===== src/rtl/ball_motion_ctrl.sv =====
// ball_motion_ctrl: per-frame Pong ball sequencer.
// On each frame tick it queries the edge collision checker and resolves
// bounces, scoring and respawn. It then steps the ball and hands the new
// position to the draw FSM over a req/ack handshake.
// Optional feature macro: BALL_SPEEDUP_EN. When it is defined, the ball
// speeds up after every four top/bottom bounces.
module ball_motion_ctrl #(
  parameter int X_MAX     = 160,
  parameter int Y_MAX     = 119,
  parameter int SPAWN_X   = 80,
  parameter int SPAWN_Y   = 60,
  parameter int SCORE_MAX = 7
) (
  input  logic       clock,
  input  logic       resetn,
  input  logic       gameStart,
  input  logic       frameTick,
  output logic       collEnable,
  input  logic [2:0] collCode,
  input  logic       collDone,
  input  logic       collInner,
  output logic [7:0] xBall,
  output logic [6:0] yBall,
  output logic       dirX,
  output logic       dirY,
  output logic [3:0] scoreL,
  output logic [3:0] scoreR,
  output logic       gameOver,
  output logic       drawReq,
  input  logic       drawAck,
  output logic       busy
);

  typedef enum logic [2:0] {
    IDLE, WAIT_TICK, CHECK, RESOLVE, MOVE, SCORE, DRAW, OVER
  } state_t;

  localparam logic [2:0] CODE_TOP    = 3'b001;
  localparam logic [2:0] CODE_BOTTOM = 3'b011;
  localparam logic [2:0] CODE_LEFT   = 3'b100;
  localparam logic [2:0] CODE_RIGHT  = 3'b010;

  localparam logic signed [9:0] X_MAX_S    = 10'(X_MAX);
  localparam logic signed [8:0] Y_MAX_S    = 9'(Y_MAX);
  localparam logic [3:0]        SCORE_TOP  = 4'(SCORE_MAX);

  state_t     state;
  logic [2:0] codeReg;
  logic       innerReg;
  logic [1:0] step;

`ifdef BALL_SPEEDUP_EN
  logic [1:0] speed;
  logic [1:0] bounceCnt;
  assign step = speed;
`else
  assign step = 2'd1;
`endif

  // Candidate next position. The sums are kept wide enough that a step past
  // either wall is seen as out of range and clamped, so the result never wraps.
  logic signed [9:0] xSum;
  logic signed [8:0] ySum;
  logic [7:0]        xNext;
  logic [6:0]        yNext;

  // Signed step and saturation of the next coordinates
  always_comb begin
    xSum = dirX ? $signed({2'b00, xBall}) + $signed({8'b0, step})
                : $signed({2'b00, xBall}) - $signed({8'b0, step});
    ySum = dirY ? $signed({2'b00, yBall}) + $signed({7'b0, step})
                : $signed({2'b00, yBall}) - $signed({7'b0, step});
    if (xSum < 0)            xNext = 8'd0;
    else if (xSum > X_MAX_S) xNext = 8'(X_MAX);
    else                     xNext = xSum[7:0];
    if (ySum < 0)            yNext = 7'd0;
    else if (ySum > Y_MAX_S) yNext = 7'(Y_MAX);
    else                     yNext = ySum[6:0];
  end

  // Frame sequencer. Every output is registered here together with the state.
  // NOTE: non-blocking assignments only, so every register sees pre-edge values.
  always_ff @(posedge clock) begin
    if (resetn) begin
      // NOTE: reset clears every register, so no handshake survives a mid-frame reset.
      state      <= IDLE;
      xBall      <= 8'(SPAWN_X);
      yBall      <= 7'(SPAWN_Y);
      dirX       <= 1'b1;
      dirY       <= 1'b1;
      scoreL     <= 4'd0;
      scoreR     <= 4'd0;
      collEnable <= 1'b0;
      drawReq    <= 1'b0;
      gameOver   <= 1'b0;
      busy       <= 1'b0;
      codeReg    <= 3'b000;
      innerReg   <= 1'b0;
`ifdef BALL_SPEEDUP_EN
      speed      <= 2'd1;
      bounceCnt  <= 2'd0;
`endif
    end else begin
      case (state)
        IDLE, OVER: begin
          if (gameStart) begin
            scoreL   <= 4'd0;
            scoreR   <= 4'd0;
            xBall    <= 8'(SPAWN_X);
            yBall    <= 7'(SPAWN_Y);
            dirX     <= 1'b1;
            dirY     <= 1'b1;
            gameOver <= 1'b0;
            drawReq  <= 1'b1;
            busy     <= 1'b1;
            state    <= DRAW;
`ifdef BALL_SPEEDUP_EN
            speed     <= 2'd1;
            bounceCnt <= 2'd0;
`endif
          end
        end

        WAIT_TICK: begin
          if (frameTick) begin
            collEnable <= 1'b1;
            busy       <= 1'b1;
            state      <= CHECK;
          end
        end

        CHECK: begin
          if (collDone) begin
            codeReg    <= collCode;
            innerReg   <= collInner;
            collEnable <= 1'b0;
            state      <= RESOLVE;
          end
        end

        RESOLVE: begin
          state <= MOVE;
          case (codeReg)
            CODE_TOP: begin
              dirY <= 1'b1;
              if (innerReg) yBall <= 7'd0;
            end
            CODE_BOTTOM: begin
              dirY <= 1'b0;
              if (innerReg) yBall <= 7'(Y_MAX);
            end
            CODE_LEFT: begin
              if (scoreR != SCORE_TOP) scoreR <= scoreR + 4'd1;
              state <= SCORE;
            end
            CODE_RIGHT: begin
              if (scoreL != SCORE_TOP) scoreL <= scoreL + 4'd1;
              state <= SCORE;
            end
            default: ;
          endcase
`ifdef BALL_SPEEDUP_EN
          if (codeReg == CODE_TOP || codeReg == CODE_BOTTOM) begin
            bounceCnt <= bounceCnt + 2'd1;
            if (bounceCnt == 2'd3 && speed != 2'd3) speed <= speed + 2'd1;
          end
`endif
        end

        MOVE: begin
          xBall   <= xNext;
          yBall   <= yNext;
          drawReq <= 1'b1;
          state   <= DRAW;
        end

        SCORE: begin
`ifdef BALL_SPEEDUP_EN
          speed     <= 2'd1;
          bounceCnt <= 2'd0;
`endif
          if ((codeReg == CODE_LEFT) ? (scoreR == SCORE_TOP) : (scoreL == SCORE_TOP)) begin
            gameOver <= 1'b1;
            busy     <= 1'b0;
            state    <= OVER;
          end else begin
            xBall   <= 8'(SPAWN_X);
            yBall   <= 7'(SPAWN_Y);
            dirX    <= ~dirX;
            drawReq <= 1'b1;
            state   <= DRAW;
          end
        end

        DRAW: begin
          if (drawAck) begin
            drawReq <= 1'b0;
            busy    <= 1'b0;
            state   <= WAIT_TICK;
          end
        end

        default: state <= IDLE;
      endcase
    end
  end

endmodule


===== config.mk =====
export PLATFORM = sky130hd
export DESIGN_NAME = ball_motion_ctrl
export DESIGN_NICKNAME = d
export VERILOG_FILES = /design/src/rtl/ball_motion_ctrl.sv
export SDC_FILE = /design/constraint.sdc
export NUM_CORES = 1
export LEC_CHECK = 0
export CAP_MARGIN = 20
export CORE_MARGIN = 2
export CORE_UTILIZATION = 35
export DETAILED_ROUTE_END_ITERATION = 8
export PLACE_DENSITY = 0.67
export SLEW_MARGIN = 30
export SYNTH_ARGS = -nofsm -noshare
export SYNTH_HDL_FRONTEND = slang
export SYNTH_SLANG_ARGS = --single-unit
export TNS_END_PERCENT = 20

===== constraint.sdc =====
create_clock -name clock -period 6.38 [get_ports clock]
set_clock_uncertainty 0.1 [all_clocks]
set_input_delay 1.595 -clock clock [delete_from_list [all_inputs] [get_ports clock]]
set_output_delay 1.595 -clock clock [all_outputs]
set_load 0.01 [all_outputs]

-- Word-level counts from Yosys, hierarchy flattened
Cells that the tools add are included.
W data, S select, Z words.
- output and inout bits: 29
- register bits: 36
- logic and storage cells: 120
- equality and inequality tests: 28
- add/sub/neg operators: 6
- $lt $le $gt $ge: 4
- bitwise operators: 1
- reduce and logical (&&, ||, !) cells: 22
- mux-type cells: 46
- operators by type and width (cell ; count):
    $mux W7 ; 6
    $mux W8 ; 4
    $pmux W7 S4 ; 1
    $pmux W8 S3 ; 1
    $pmux W3 S7 ; 1
    $mux W4 ; 5
    $ne A2 B2 Y1 const B ; 10
    $pmux W4 S2 ; 2
    $reduce_and A4 Y1 ; 4
    $eq A3 B3 Y1 const B ; 5
    $reduce_and A3 Y1 ; 5
    $pmux W7 S2 ; 1
    $eq A3 B2 Y1 const B ; 4
    $mux W1 ; 12
    $mux W3 ; 4
    $reduce_bool A4 Y1 ; 3
    $gt A10 B9 Y1 const B ; 1
    $lt A10 B1 Y1 const B ; 1
    $mux W10 ; 1
    $pmux W1 S2 ; 5
    $add A8 B1 Y9 const B ; 1
    $gt A9 B8 Y1 const B ; 1
    $lt A9 B1 Y1 const B ; 1
    $mux W9 ; 1
    other kinds (18) ; 27

-- Depth between registers and ports, before layout
Gate-level depths: netlist of the first run.
- word-level depth: 6
- mapped depth: 9
- gate-level depth less buffers: 9

-- Worst setup path before layout of the first run
Ideal clock, no wire load.
- path kind: input port to flip-flop
- from: input gameStart
- to: register yBall[2]
- data arrival time: 2556 ps
- cell stages on the path: 5
- setup slack: 3602 ps
- cell sequence: a21oi_1 a31oi_4 o21a_1 or3_2 o311a_1
- cells in the longest elaborated chain, start to end: 2
- ends and longest elaborated chain (item ; line ; RTL):
    start: declaration ; 16 ; input logic gameStart,
    $ne A2 B2 Y1 (no source line) ; -- ;
    $reduce_and A6 Y1 (no source line) ; -- ;
    end signal: assignment ; 88 ; yBall <= 7'(SPAWN_Y);
    end signal: assignment ; 110 ; yBall <= 7'(SPAWN_Y);
    end signal: assignment ; 150 ; if (innerReg) yBall <= 7'(Y_MAX);
    end: declaration ; 23 ; output logic [6:0] yBall,
No other way between the ends.
A chain may end at the register's enable or synchronous reset.

-- Final worst setup path of the first run
Ends and elaborated chain as after synthesis.

==> out/metrics.csv, run 1 <==
metric,value,unit
outcome,"finished, final reports clean",
n_fill_cell,693,
drive_above_1_share,0.0816,
synth_area_leaders,"dfxtp_1, nand2_1, nor2_1",
vias,2265,
diodes,0,
cts_sinks,36,
yosys.area_share.simple,0.287,
setup-tns-final,0,ns
final_nets,346,
final_cell_mix,"clkdlybuf4s50_1, dfxtp_1, nand2_1",
clk_latency,0.30,ns
synth_cell_type_count,69,
place_ws,2.72,ns
crit_required,6.46,ns
cts_hold_buf,0,
cts_tree,done,
antenna_left,0,
post_cts_buffers,0,
leakage,0.00109,uW
antenna_found_initial,0,
initial_utilization,0.361,
io_buffers,38,
ctsResizeCount,0,
dr.pass1.iters,4,
synth-edff-count,0,
synthFlopType,dfxtp_1,
cts-buffers-inserted,5,
overflow,0,
ys_seq_area_frac,0.294,
grt_max_degree,29,
cts_root_buf,clkbuf_8,
worst_pin_slew,0.774,ns
die_area,7690,um^2
synthAdderAreaFrac,0.0306,
critPathKind,primary input to register,
synth_warnings,0,
die_height,87.7,um
finalCritPeriodShare,0.521,
gr-usage-all-layers,0.152,
power_density,197,nW/um^2
synthXorXnorAreaFrac,0.0536,
max-cap-violations,0,
layout_setup_ws,3.06,ns
syn-num-nets,319,
async_flop_share,0,
max_freq,0.301,GHz
pin_count,39,
synthMuxAreaShare,0.0429,
dp_hpwl,4.18,mm
min_path_type,register to register,
viasPerCell,5.30,
clkSlewWorstSetupHoldPaths,0.08,ns
fp.dieW,87.7,um
ys_ff_latch,36,
slew_viol_final,0,
area_delta_synth_final,19.8,%
clk_path_buf_depth,2,
wl_per_cell,13.4,um
seq_area,721,um^2
relSlewSlack,0.477,
wirelength,5.71,mm
core_area,6790,um^2
htree_num_levels,2,
grt_pass1_wl,9.48,mm
synth_top_area_cell,dfxtp_1,
end_kind,register,
avgSynthCellArea,8.09,um^2
synth-compound-area-share,0.224,
final_common_cell,clkdlybuf4s50_1,
fin_crit,3.32,ns
drc_errors,0,
finalSetupViolCount,0,
syn_area,2450,um^2
drtIter0Drc,92,
arrival,3.41,ns
gp_congestion,0.823,
netlist.area_leader.share,0.294,
multi_input_area,1560,um^2
path_max_fanout,14,
grt_setup_unrepaired,no,
syn_inst,303,
synth_top_family_by_area,simple AND/OR/NAND/NOR gates,
row_count,30,
ir_drop,113,uV
start_kind,primary input,
grt_pass1_vias,2072,
hold_viol_final,0,
## cell type report
class,instances,area share
Clock buffer,5,0.0235
Sequential cell,36,0.246
Clock inverter,3,0.0145
Inverter,12,0.0154
Timing Repair Buffer,38,0.128
Multi-Input combinational cell,237,0.532
Tap cell,96,0.0409
## registers in the layout, indices dropped and copies added, names as in the netlist
register	flops
scoreL	4
xBall	8
yBall	7
codeReg	3
dirX	1
gameOver	1
state	3
drawReq	1
innerReg	1
scoreR	4
collEnable	1
busy	1
dirY	1
## path summary, 6_finish.rpt
check,to,depth (start not counted),slack [ns],startpoint
worst min-delay path,gameOver,2,0.38,gameOver
worst min register to register,gameOver,2,0.38,gameOver
worst max-delay path,yBall[2],6,3.06,gameStart
worst max register to register,yBall[2],6,3.82,state[2]
## worst max-delay path, stage by stage
cell             delay, ns
clkdlybuf4s50_1       0.56
a21oi_1               0.10
a31oi_4               0.22
o21a_1                0.42
nand2_1               0.15
o311a_1               0.35
## stage by stage
| step | util | total power [uW] | instances | cell area (um^2) | hold WS, ns |
|---|---|---|---|---|---|
| after floorplan | - | 345 | 303 | 2450 | 0.360 |
| after global placement | 0.416 | 377 | 419 | 2830 | 0.365 |
| after detailed placement | 0.416 | 379 | 419 | 2830 | 0.372 |
| after CTS | 0.433 | 586 | 427 | 2940 | 0.383 |
| after global routing | 0.432 | 608 | 427 | 2930 | 0.426 |
| final | 0.432 | 579 | 427 | 2930 | 0.377 |
## power by group
group | switching (uW) | internal, uW
clock | 89.5 | 116
combinational | 62.6 | 53.8
sequential | 22.5 | 235
## cells in the mapped netlist (all sizes together) (3+ instances only)
library cell and instances:
nand2 35, o22ai 4, dfxtp 36, nand4b 3
xnor2 5, nor2b 3, a21o 3, o31ai 5
mux2i 9, and3 6, nand3 13, nor2 27
clkbuf 4, a31oi 7, a21oi 18, nor3b 4
a22oi 4, nand2b 3, nor3 7, xor2 10
or2 5, nand4 8, buf 13, o211ai 3
or3 7, inv 12, o21ai 9, ha 6
## routing by layer
layer | up-vias | global-route usage | part of all wire
met4 | 0 | 0.0392 | 0.0086
met3 | 7 | 0.0396 | 0.042
li1 | 1163 | - | -
met5 | - | 0 | 0
met2 | 46 | 0.245 | 0.47
met1 | 1049 | 0.202 | 0.48
## kinds of logic after synthesis
kind of cell	after synthesis
buf+inv	30
compound gates	74
xor+xnor	15
flops	36
fa+ha+maj	6
simple gates	132
mux	10
No activity file was read; power rests on OpenSTA's default activity.
==> inputs of run 2 (changes only) <==
==> constraint.sdc (replaced) <==
create_clock -name clock -period 3.3 [get_ports clock]
set_clock_uncertainty 0.1 [all_clocks]
set_input_delay 0.825 -clock clock [delete_from_list [all_inputs] [get_ports clock]]
set_output_delay 0.825 -clock clock [all_outputs]
set_load 0.01 [all_outputs]
==> run 2 against run 1 <==
Net effect: critical path depth unchanged; flip-flop and latch count unchanged; hold slack better by 0.011 ns; via count down 0.49%; total power up 93%; final cell count up 0.47%; setup slack worse by 2.4 ns; utilization up 0.29 points; largest cell class unchanged; highest routed layer unchanged.
==> out/metrics.csv, run 2 (synthesis results as in run 1) <==
metric,value,unit,change
power.internal,784,uW,+94%
arrival,2.70,ns,-0.71 ns
hold_viol_final,0,,unchanged
final_common_cell,clkdlybuf4s50_1,,
r2r_cells,6,,unchanged
crit_path_cell_trace,"inv_1, nor2_1, a31oi_4, o21a_1, or3_2, o311a_1",,
path_max_fanout,20,,+6
ir_drop,233,uV,+110%
outcome,"finished, final reports clean",,
grt_max_degree,24,,-17%
r2r-end,yBall[2],,
place_ws,0.436,ns,-2.29 ns
row_count,30,,unchanged
relSlewSlack,0.491,,+0.0139
wl_per_cell,13.1,um,-1.8%
drtIter0Drc,165,,+79%
diodes,0,,unchanged
max-cap-violations,0,,unchanged
cts_hold_buf,0,,unchanged
total_power,1120,uW,+93%
power_density,378,nW/um^2,+92%
largest_reg_flops,8,,unchanged
p_comb_frac,0.202,,about the same
cp_slowest_cell,dfxtp_1,,
slowest_delay,0.74,ns,+0.18 ns
clk_path_buf_depth,2,,unchanged
whs_endpoint,gameOver,,
critPathKind,register to register,,
gp_congestion,0.801,,-2.6%
vias,2254,,-0.49%
dp_hpwl,4.16,mm,-0.66%
crit_required,3.38,ns,-3.08 ns
seqPwrFrac,0.446,,about the same
cts_tree,done,,
wirelength,5.63,mm,-1.3%
final_util,0.435,,+0.00295
power_switching,334,uW,+91%
pin_count,39,,unchanged
finalSetupViolCount,0,,unchanged
ctsResizeCount,0,,unchanged
cts_sinks,36,,unchanged
power_switching_share,0.299,,-0.00245
drc_errors,0,,unchanged
regMostFlops,xBall,,
antenna_left,0,,unchanged
htree_num_levels,2,,unchanged
reg_top3,"xBall (8), yBall (7)",,
worstHoldStart,gameOver,,
critPathBufInv,1,,unchanged
min_path_type,register to register,,
grt_pass1_wl,9.34,mm,-1.5%
drive_above_1_share,0.0841,,+0.00251
ff2ff_setup_slack,0.68,ns,-3.14 ns
layout_setup_ws,0.682,ns,-2.37 ns
cts_root_buf,clkbuf_8,,
final_nets,348,,+0.58%
overflow,0,,unchanged
final_cell_mix,"clkdlybuf4s50_1, dfxtp_1, nand2_1",,
io_buffers,38,,unchanged
post_cts_buffers,0,,unchanged
viasPerCell,5.25,,-0.95%
worst_pin_slew,0.753,ns,-0.0205 ns
clk_latency,0.29,ns,about the same
grt_pass1_vias,1967,,-5.1%
setup-tns-final,0,ns,unchanged
fp.dieW,87.7,um,unchanged
gr-usage-all-layers,0.149,,-0.00230
die_area,7690,um^2,unchanged
fin_crit,2.62,ns,
antenna_found_initial,0,,unchanged
slew_viol_final,0,,unchanged
cts-buffers-inserted,5,,unchanged
die_height,87.7,um,unchanged
reg2reg_from,state[2],,
path_delay_family,simple AND/OR/NAND/NOR gates,,
finalCritPeriodShare,0.793,,
initial_utilization,0.361,,unchanged
core_area,6790,um^2,unchanged
grt_setup_unrepaired,no,,
end_kind,register,,
p_clk_frac,0.352,,-0.002
hold_depth,2,,unchanged
clkSlewWorstSetupHoldPaths,0.08,ns,about the same
dr.pass1.iters,4,,unchanged
start_kind,register,,
leakage,0.00110,uW,+0.94%
area_delta_synth_final,20.6,%,
max_freq,0.382,GHz,
==> run 2: cell count changes in the layout (fill, tap and decap cells not counted) <==
cell and change:
buf_4 +2, buf_2 -1, clkdlybuf4s50_1 +1
==> run 2: per-stage QoR <==
| stage | hold slack [ns] | cell area (um^2) | std cells |
|---|---|---|---|
| final | 0.388 | 2950 | 429 |
| after global routing | 0.425 | 2950 | 429 |
| after CTS | 0.389 | 2950 | 429 |
| after detailed placement | 0.375 | 2840 | 421 |
| after global placement | 0.378 | 2840 | 421 |
| after floorplan | 0.360 | 2450 | 303 |
==> run 2: power groups by stage <==
stage | registers, uW | clock network, uW | logic (uW)
detailed placement | 509 | 0 | 225
global route | 506 | 419 | 250
floorplan | 489 | 0 | 177
finish | 498 | 394 | 226
global placement | 508 | 0 | 222
CTS | 498 | 401 | 226
==> run 2: worst max path at each step <==
stage               startpoint         to  depth (start not counted)
CTS                   xBall[0]   xBall[0]                          9
global placement     gameStart   yBall[2]                          6
floorplan             xBall[0]   xBall[2]                          9
detailed placement   gameStart   yBall[2]                          6
global route          state[0]  scoreL[3]                          7
finish                state[2]   yBall[2]                          6
==> run 2: metal layers <==
| layer | up-vias | global-route usage | wire length [um] |
|---|---|---|---|
| met2 | 45 | 0.229 | 2580 |
| met1 | 1038 | 0.212 | 2780 |
| met4 | 0 | 0.0434 | 80 |
| met3 | 9 | 0.0302 | 200 |
| met5 | - | 0 | 0 |
| li1 | 1162 | - | - |
==> run 2: worst register-to-register path: stages, from the launching register on <==
cell and delay, ns:
dfxtp_1 0.74, inv_1 0.19, nor2_1 0.38, a31oi_4 0.18
o21a_1 0.32, or3_2 0.47, o311a_1 0.13
==> run 2: area by class of cell <==
type                            instances  area [um^2]
Clock buffer                            5         68.8
Clock inverter                          3         42.5
Sequential cell                        36          721
Multi-Input combinational cell        237         1560
Inverter                               12         45.0
Fill cell                             689         3840
Timing Repair Buffer                   40          395
Tap cell                               96          120
==> inputs of run 3 (changes only) <==
==> constraint.sdc (replaced) <==
create_clock -name clock -period 2.5 [get_ports clock]
set_clock_uncertainty 0.1 [all_clocks]
set_input_delay 0.625 -clock clock [delete_from_list [all_inputs] [get_ports clock]]
set_output_delay 0.625 -clock clock [all_outputs]
set_load 0.01 [all_outputs]
==> run 3 against run 2 <==
Net effect: final cell count up 3.5%; non-clock buffer count up 15; setup slack worse by 0.52 ns; combinational power up 51%; first-iteration DRC count down 18%; clock power up 40%; utilization up 2.1 points; flip-flop and latch count unchanged.
==> out/metrics.csv, run 3 (synthesis results as in run 1) <==
metric,value,unit,change
cts-buffers-inserted,5,,unchanged
drc_errors,0,,unchanged
reg_top3,"xBall (8), yBall (7)",,
viasPerCell,5.30,,+0.91%
r2r-end,xBall[0],,
outcome,"finished, final reports clean",,
ir_drop,284,uV,+22%
slew_viol_final,0,,unchanged
wirelength,5.75,mm,+2.0%
leakage,0.00118,uW,+7.8%
dr.pass1.iters,4,,unchanged
ff2ff_setup_slack,0.16,ns,-0.52 ns
reg2reg_from,xBall[0],,
pin_count,39,,unchanged
path_max_fanout,5,,-75%
final_area,3090,um^2,+4.7%
crit_path_end,xBall[0],,
critPathKind,register to register,,
start_kind,register,,
final_cell_mix,"clkdlybuf4s50_1, dfxtp_1, nand2_1",,
gr-usage-all-layers,0.154,,+0.00479
drive_above_1_share,0.126,,+0.0424
grt_pass1_vias,2097,,+6.6%
max-cap-violations,0,,unchanged
min_path_type,register to register,,
regMostFlops,xBall,,
die_height,87.7,um,unchanged
grt_pass1_wl,9.72,mm,+4.1%
arrival,2.41,ns,-0.29 ns
grt_setup_unrepaired,no,,
core_area,6790,um^2,unchanged
fp.dieW,87.7,um,unchanged
end_kind,register,,
wl_per_cell,12.9,um,-1.4%
area_delta_synth_final,26.3,%,
die_area,7690,um^2,unchanged
initial_utilization,0.361,,unchanged
r2r_cells,8,,+2
power_density,496,nW/um^2,+31%
gp_congestion,0.859,,+7.2%
clk_latency,0.28,ns,about the same
drtIter0Drc,135,,-18%
diodes,0,,unchanged
finalSetupViolCount,0,,unchanged
largest_reg_flops,8,,unchanged
hold_viol_final,0,,unchanged
clk_path_buf_depth,2,,unchanged
worstSetupStartpoint,xBall[0],,
cts_tree,done,,
setup-tns-final,0,ns,unchanged
cts_sinks,36,,unchanged
fin_crit,2.34,ns,-0.279 ns
cts_root_buf,clkbuf_8,,
relSlewSlack,0.670,,+0.180
post_dp_cell_area,2960,um^2,+4.0%
vias,2354,,+4.4%
max_freq,0.428,GHz,+12%
grt_max_degree,20,,-17%
antenna_found_initial,0,,unchanged
antenna_left,0,,unchanged
final_nets,363,,+4.3%
io_buffers,38,,unchanged
n_fill_cell,677,,-1.7%
dp_hpwl,4.36,mm,+5.0%
htree_num_levels,2,,unchanged
clkSlewWorstSetupHoldPaths,0.07,ns,about the same
final_common_cell,clkdlybuf4s50_1,,
worst_pin_slew,0.490,ns,-0.263 ns
row_count,30,,unchanged
finalCritPeriodShare,0.936,,+0.142
overflow,0,,unchanged
crit_required,2.58,ns,-0.80 ns
## run 3: cell count changes in the layout (fill, tap and decap cells not counted), sizes merged
cell,before,now
buf,2,17
clkbuf,5,7
clkinv,1,0
clkinvlp,1,0
## run 3: cell type report
cell class / count / area (um^2) / area share
clock inverters: 1 / 30.0 / 0.00970
repair buffers: 55 / 508 / 0.164
well taps: 96 / 120 / 0.0388
multi-input cells: 237 / 1570 / 0.509
inverters: 12 / 45.0 / 0.0146
flip-flops and latches: 36 / 721 / 0.233
clock buffers: 7 / 96.3 / 0.0311
## run 3: worst min path at each step
stage          startpoint  endpoint  slack, ns  depth (start not counted)
2_1_floorplan    innerReg  innerReg       0.36                          2
3_3_place_gp     gameOver  gameOver       0.38                          2
3_5_place_dp     gameOver  gameOver       0.38                          2
4_1_cts          gameOver  gameOver       0.39                          2
5_1_grt          gameOver  gameOver       0.41                          2
6_report         gameOver  gameOver       0.38                          2
## run 3: what timing repair did
item | 4_1_cts | 5_1_grt
hold buffers | 0 | 0
resized for setup | 0 | 2
endpoints found under the setup margin | 0 | 4
buffers inserted | 0 | 0
## run 3: stage by stage
| step | worst slack (ns) | utilization | hold WS (ns) | power [uW] | cells |
|---|---|---|---|---|---|
| 3_5_place_dp | 0.113 | 0.435 | 0.380 | 993 | 436 |
| 3_3_place_gp | 0.173 | 0.435 | 0.376 | 989 | 436 |
| 4_1_cts | 0.112 | 0.454 | 0.392 | 1550 | 444 |
| 2_1_floorplan | 0.236 | - | 0.360 | 879 | 303 |
| 5_1_grt | 0.0113 | 0.455 | 0.406 | 1620 | 444 |
| 6_report | 0.161 | 0.455 | 0.382 | 1540 | 444 |
## run 3: routing by layer
metal,part of all wire,routed length [um],GRT usage,vias to the layer above
met1,0.49,2820,0.219,1084
li1,-,-,-,1197
met3,0.040,229,0.0292,9
met2,0.45,2600,0.238,64
met4,0.018,102,0.0462,0
met5,0,0,0,-
## run 3: critical path, stage by stage (launching register included)
cell,delay (ns)
dfxtp_1,0.33
inv_1,0.06
ha_1,0.36
nor3b_1,0.16
o311ai_0,0.40
o31ai_1,0.15
o211ai_2,0.32
nor3_4,0.09
mux2_2,0.26
## run 3: power breakdown
group	internal (uW)	leakage (uW)	switching [uW]
Sequential	601	0.000293	40.9
Combinational	161	0.000825	181
Clock	352	0.0000645	200
